<file path="src/rtl/seg_disp_pkg.sv">
// Shared constants, scan state encoding and leading-zero blanking helper
// for the multiplexed seven-segment display path.
package seg_disp_pkg;

  localparam logic [3:0] BLANK_NIBBLE = 4'hF;

  // The blanking helper works on a fixed 16-digit frame; callers zero-extend.
  localparam int MAX_DIGITS = 16;
  localparam int MAX_IDX_W  = 4;

  typedef enum logic [0:0] {
    ST_BLANK = 1'b0,
    ST_DRIVE = 1'b1
  } scan_state_e;

  function automatic logic [MAX_DIGITS-1:0] lzb_mask(
    input logic [4*MAX_DIGITS-1:0] value,
    input int                      num_digits
  );
    logic [MAX_DIGITS-1:0] mask;
    logic                  all_zero;
    mask     = '0;
    all_zero = 1'b1;
    for (int k = MAX_DIGITS - 1; k >= 0; k--) begin
      if (k < num_digits) begin
        all_zero = all_zero && (value[4*k +: 4] == 4'h0);
        mask[k]  = all_zero && (k != 0);
      end
    end
    return mask;
  endfunction

endpackage

</file>
<file path="src/rtl/seg_scan_timer.sv">
// Scan sequencer: alternates a blanking gap and a drive window per digit
// and walks the digit index, flagging the edge that closes a full frame.
module seg_scan_timer
  import seg_disp_pkg::*;
#(
  parameter int NUM_DIGITS   = 4,
  parameter int REFRESH_DIV  = 50000,
  parameter int BLANK_CYCLES = 16,
  parameter int IDX_W        = (NUM_DIGITS > 1) ? $clog2(NUM_DIGITS) : 1
) (
  input  logic             clk,
  input  logic             rst_n,
  output logic             drive,
  output logic [IDX_W-1:0] idx,
  output logic             wrap
);

  localparam int MAX_CNT = (REFRESH_DIV > BLANK_CYCLES) ? REFRESH_DIV : BLANK_CYCLES;
  localparam int CNT_W   = (MAX_CNT > 1) ? $clog2(MAX_CNT) : 1;

  localparam logic [CNT_W-1:0] DRIVE_LAST = CNT_W'(REFRESH_DIV - 1);
  localparam logic [CNT_W-1:0] BLANK_LAST = CNT_W'(BLANK_CYCLES - 1);
  localparam logic [IDX_W-1:0] IDX_LAST   = IDX_W'(NUM_DIGITS - 1);

  scan_state_e      state_q, state_d;
  logic [CNT_W-1:0] cnt_q, cnt_d;
  logic [IDX_W-1:0] idx_q, idx_d;
  logic             wrap_d;

  always_comb begin
    state_d = state_q;
    cnt_d   = cnt_q;
    idx_d   = idx_q;
    wrap_d  = 1'b0;
    case (state_q)
      ST_BLANK: begin
        if (cnt_q == BLANK_LAST) begin
          state_d = ST_DRIVE;
          cnt_d   = '0;
        end else begin
          cnt_d = cnt_q + 1'b1;
        end
      end
      ST_DRIVE: begin
        if (cnt_q == DRIVE_LAST) begin
          state_d = ST_BLANK;
          cnt_d   = '0;
          // Leaving the last digit closes the frame; this edge is the commit point.
          if (idx_q == IDX_LAST) begin
            idx_d  = '0;
            wrap_d = 1'b1;
          end else begin
            idx_d = idx_q + 1'b1;
          end
        end else begin
          cnt_d = cnt_q + 1'b1;
        end
      end
    endcase
  end

  always_ff @(posedge clk or negedge rst_n) begin
    if (!rst_n) begin
      state_q <= ST_BLANK;
      cnt_q   <= '0;
      idx_q   <= '0;
    end else begin
      state_q <= state_d;
      cnt_q   <= cnt_d;
      idx_q   <= idx_d;
    end
  end

  assign drive = (state_q == ST_DRIVE);
  assign idx   = idx_q;
  assign wrap  = wrap_d;

endmodule

</file>
<file path="src/rtl/seven_seg_scan_mux.sv">
// Multi-digit BCD scan multiplexer feeding a seven-segment decoder; new values
// are double-buffered and swapped in only between frames so a frame never tears.
module seven_seg_scan_mux
  import seg_disp_pkg::*;
#(
  parameter int NUM_DIGITS   = 4,
  parameter int REFRESH_DIV  = 50000,
  parameter int BLANK_CYCLES = 16
) (
  input  logic                    clk,
  input  logic                    rst_n,
  input  logic                    load,
  input  logic [4*NUM_DIGITS-1:0] bcd_in,
  input  logic                    lzb_en,
  output logic                    load_ready,
  output logic [3:0]              digit_bin,
  output logic [NUM_DIGITS-1:0]   digit_sel_n,
  output logic                    frame_done
);

  localparam int IDX_W = (NUM_DIGITS > 1) ? $clog2(NUM_DIGITS) : 1;

  logic             drive;
  logic [IDX_W-1:0] idx;
  logic             wrap;

  seg_scan_timer #(
    .NUM_DIGITS  (NUM_DIGITS),
    .REFRESH_DIV (REFRESH_DIV),
    .BLANK_CYCLES(BLANK_CYCLES),
    .IDX_W       (IDX_W)
  ) u_timer (
    .clk  (clk),
    .rst_n(rst_n),
    .drive(drive),
    .idx  (idx),
    .wrap (wrap)
  );

  logic [4*NUM_DIGITS-1:0] pending_q, pending_d;
  logic                    pending_valid_q, pending_valid_d;
  logic [4*NUM_DIGITS-1:0] display_q, display_d;
  logic                    frame_done_q, frame_done_d;
  logic                    lzb_q, lzb_d;

  always_comb begin
    pending_d       = pending_q;
    pending_valid_d = pending_valid_q;
    display_d       = display_q;
    frame_done_d    = wrap;
    lzb_d           = lzb_en;
    if (load && !pending_valid_q) begin
      pending_d       = bcd_in;
      pending_valid_d = 1'b1;
    end
    if (wrap && pending_valid_q) begin
      display_d       = pending_q;
      pending_valid_d = 1'b0;
    end
  end

  always_ff @(posedge clk or negedge rst_n) begin
    if (!rst_n) begin
      pending_q       <= '0;
      pending_valid_q <= 1'b0;
      display_q       <= '0;
      frame_done_q    <= 1'b0;
      lzb_q           <= 1'b0;
    end else begin
      pending_q       <= pending_d;
      pending_valid_q <= pending_valid_d;
      display_q       <= display_d;
      frame_done_q    <= frame_done_d;
      lzb_q           <= lzb_d;
    end
  end

  // Outputs decode registered state only; lzb_en is registered to keep inputs off the output path.
  logic [4*MAX_DIGITS-1:0] display_ext;
  logic [MAX_DIGITS-1:0]   blank_vec;
  logic [MAX_IDX_W-1:0]    idx_ext;
  logic [3:0]              cur_nibble;
  logic                    cur_blank;

  always_comb begin
    display_ext                   = '0;
    display_ext[4*NUM_DIGITS-1:0] = display_q;
    idx_ext                       = MAX_IDX_W'(idx);
    blank_vec                     = lzb_mask(display_ext, NUM_DIGITS);
    cur_nibble                    = display_ext[{idx_ext, 2'b00} +: 4];
    cur_blank                     = lzb_q && blank_vec[idx_ext];
  end

  always_comb begin
    digit_sel_n = '1;
    digit_bin   = BLANK_NIBBLE;
    if (drive) begin
      digit_sel_n[idx] = 1'b0;
      digit_bin        = cur_blank ? BLANK_NIBBLE : cur_nibble;
    end
  end

  assign load_ready = !pending_valid_q;
  assign frame_done = frame_done_q;

endmodule

</file>
<file path="config.mk">
export PLATFORM = sky130hd
export DESIGN_NAME = seven_seg_scan_mux
export DESIGN_NICKNAME = d
export VERILOG_FILES = /design/src/rtl/seg_disp_pkg.sv /design/src/rtl/seg_scan_timer.sv /design/src/rtl/seven_seg_scan_mux.sv
export SDC_FILE = /design/constraint.sdc
export NUM_CORES = 1
export LEC_CHECK = 0
export ABC_AREA = 1
export BUFFER_PORTS_ARGS = -buffer_cell sky130_fd_sc_hd__clkbuf_2
export CAP_MARGIN = 25
export CORE_ASPECT_RATIO = 1.25
export CORE_MARGIN = 2
export CORE_UTILIZATION = 30
export DETAILED_ROUTE_END_ITERATION = 6
export GPL_TIMING_DRIVEN = 1
export MAX_ROUTING_LAYER = met4
export SYNTH_ARGS = -nofsm -noshare
export SYNTH_HDL_FRONTEND = slang
export SYNTH_HIERARCHICAL = 1
export SYNTH_SLANG_ARGS = --single-unit
</file>
<file path="constraint.sdc">
create_clock -name clk -period 2.48 [get_ports clk]
set_input_delay 0.372 -clock clk [delete_from_list [all_inputs] [get_ports clk]]
set_output_delay 0.372 -clock clk [all_outputs]
set_load 0.02 [all_outputs]
</file>
==> out/results.tsv <==
stage	metric	value	unit
cells_and_area	commonest non-fill, non-tap cell in the layout	nand2_1	
cells_and_area	diode count	0	
power	Pleak	1.49	nW
clocking	Num CTS Buffers	5	
synthesis	Seq/Total Area, Yosys	52.6	%
placed_design	GP Congestion	0.797	
worst_setup_path	Critical Path AT	2340	ps
timing	# setup viols final	0	
floorplanning	Die Y-Extent	107	um
worst_setup_path	Top delay family on crit path	simple AND/OR/NAND/NOR gates	
worst_setup_path	reg-to-reg slack, setup	340	ps
floorplanning	Die Footprint	9320	um^2
synthesis	number of synthesized flops with an enable pin	0	
hold_path	Hold Crit Class	in -> async	
routing	DRT iter0 DRCs	140	
clocking	post-CTS sizing	0	
clocking	Setup Buffers After CTS	0	
power	power density over cell area	481	nW/um^2
placed_design	Cells after DPL	425	
clocking	Clock Latency Late Sink	310	ps
clocking	CTS max path bufs	2	
global_routing	first-pass GRT wire length	8670	um
worst_setup_path	Crit-path slowest cell	dfrtp_1	
synthesis	Post-Syn Nets	326	
cells_and_area	multi-input logic area	1050	um^2
timing	final hold violation count	0	
cells_and_area	# fillers	869	
worst_setup_path	worst r2r src	u_timer/cnt_q[0]	
run_status	status	complete, no violations	
cells_and_area	Non-Filler Instances	432	
clocking	CTS tree	yes	
cells_and_area	commonest non-fill, non-tap cells in the layout	nand2_1, dfrtp_1, nor2_1	
worst_setup_path	CP Launch Point	u_timer/cnt_q[0]	
routing	DRC Markers	0	
global_routing	initial antenna violation count	0	
worst_setup_path	critical path class	reg -> reg	
timing	min Tclk post-route	2140	ps
worst_setup_path	number of cells on the worst reg-to-reg path	7	
routing	DR pass1 iterations	4	
worst_setup_path	Crit path largest cell delay	400	ps
worst_setup_path	CP Cell Sequence	ha_1 > nand3_2 > nor2_4 > nand3_2 > nor2_1 > nand2_2 > mux2_2	
timing	Pins Over Slew Limit	0	
synthesis	asr flop ratio synth	100	%
timing	clock skew	8.62	ps
global_routing	grt total ovfl	0	
global_routing	pin count of the biggest net entering global routing	31	
synthesis	Ys Warns	6	
routing	met2 WL	2400	um
clocking	clk slew on worst S/H paths	90	ps
routing	post-route antenna net violation count	0	
placed_design	post-DP HPWL	3680	um
floorplanning	Die W	86.8	um
routing	uppermost layer routed	met4	
synthesis	Cells after Synth	304	
worst_setup_path	Startpoint Class	register	
floorplanning	initial core utilization	31.0	%
timing	Slew headroom	50.7	%
routing	vias per cell	4.53	
power	Max VDD drop	0.243	mV
clocking	CTS root buf	clkbuf_8	
routing	WL/cell	11.3	um
timing	fin crit share	86.3	%
clocking	Hold Buf Count CTS	0	
global_routing	global-route usage over all layers	11.9	%
timing	Worst Max-Slew Pin Slew	739	ps
synthesis	register bit total from synthesis	54	
floorplanning	Rows	37	
placed_design	PortBufs	29	
timing	Peak Freq	0.467	GHz
job	max_cap viols	0	
worst_setup_path	crit end category	register	
floorplanning	I/O pins	30	
synthesis	Primary FF master, synth	dfrtp_1	
synthesis	mean post-synth cell area	8.45	um^2
routing	Met1 Wirelength	2230	um
routing	vias post-DR	1957	
routing	met3 routed wirelength	166	um
worst_setup_path	CP Max Fanout	28	
timing	RSZ-0062 raised after global routing	no	
worst_setup_path	WP buf/inv	0	
routing	DRT Wirelength	4880	um
floorplanning	Core ar.	8290	um^2
synthesis	Synth Cell Area	2570	um^2
clocking	CTS H-tree lvls	2	
cells_and_area	# nets final	357	
cells_and_area	Reg area	1350	um^2
worst_setup_path	CP Data Required Time	2680	ps
clocking	Num Clock Sinks	54	
global_routing	vias in the first global route	1971	
worst_setup_path	most used cell, CP	nand3_2	
worst_setup_path	worst reg2reg path endpoint	display_q[1]	
cells_and_area	Area Growth Syn to Fin	12.3	%
timing	Min Hold Slack	112	ps
synthesis	post-synth cell types	27	
timing	Final TNS setup	0	ps
cells_and_area	share of cells above drive strength 1	17.6	%
-- final cells by class --
| cell class | count | share of cell area [%] |
|---|---|---|
| sequential | 54 | 46.8 |
| multi-input combinational | 212 | 36.3 |
| timing repair buffer | 32 | 5.81 |
| tap | 97 | 4.21 |
| inverter | 30 | 3.90 |
| clock buffer | 5 | 2.39 |
| clock inverter | 2 | 0.520 |
-- flip-flops by register name, summed over array words and instances (netlist names) --
name	cells
lzb_q	1
u_timer/idx	2
frame_done	1
u_timer/drive	1
pending_valid_q	1
display_q	16
pending_q	16
u_timer/cnt_q	16
-- routing by layer --
metal,GRT usage [%],vias to the layer above
li1,-,1022
met1,14.3,900
met2,20.2,28
met3,1.84,7
met4,4.35,0
met5,-,-
-- kinds of logic (layout without fill, tap and decap cells) --
kind of cell               after synthesis  in the layout  synth area share, %
and+or+nand+nor                        168            168                 28.3
DFF                                     54             54                 52.6
buffers and inverters                   38             69                 6.57
AOI/OAI and AO/OA                       27             27                 6.09
xor gates and xnor gates                11             11                 3.75
muxes                                    4              4                 1.75
adders and majority gates                2              2                0.974
-- cell usage after synthesis (3+ instances only) --
library cell	number	area, um^2
nand2_1	77	289
dfrtp_1	54	1350
nor2_1	51	191
inv_1	29	109
nand3_1	23	115
o21ai_0	13	65.1
a21oi_1	7	35.0
xor2_1	7	61.3
a21oi_2	5	43.8
mux2_2	4	45.0
nand4_1	4	25.0
xnor2_1	4	35.0
buf_2	3	15.0
nand3_2	3	30.0
nor2_2	3	18.8
-- power by group --
| group | switching (W) | internal (W) | total (W) | leakage (nW) |
|---|---|---|---|---|
| registers | 0.000000191 | 0.000880 | 0.000881 | 0.670 |
| clock network | 0.000277 | 0.000193 | 0.000471 | 0.0362 |
| logic | 0.0000228 | 0.0000129 | 0.0000357 | 0.782 |
| total | 0.000300 | 0.00109 | 0.00139 | 1.49 |
-- stage by stage --
step           instance area [um^2]  utilization, %  setup WS [ps]  power, W
3_3_place_gp                   2800            33.8            447  0.000935
3_5_place_dp                   2800            33.8            347  0.000936
2_1_floorplan                  2570               -            740  0.000899
4_1_cts                        2890            34.8            325   0.00141
5_1_grt                        2890            34.8            136   0.00144
6_report                       2890            34.8            339   0.00139
-- worst max path at each step --
stage / slack [ps] / cells after the start / to
2_1_floorplan: 740 / 9 / display_q[9]
3_3_place_gp: 450 / 7 / display_q[1]
3_5_place_dp: 350 / 7 / display_q[1]
6_report: 340 / 7 / display_q[1]
5_1_grt: 140 / 7 / display_q[2]
4_1_cts: 320 / 7 / display_q[1]
Power figures use the tool's default switching activity.
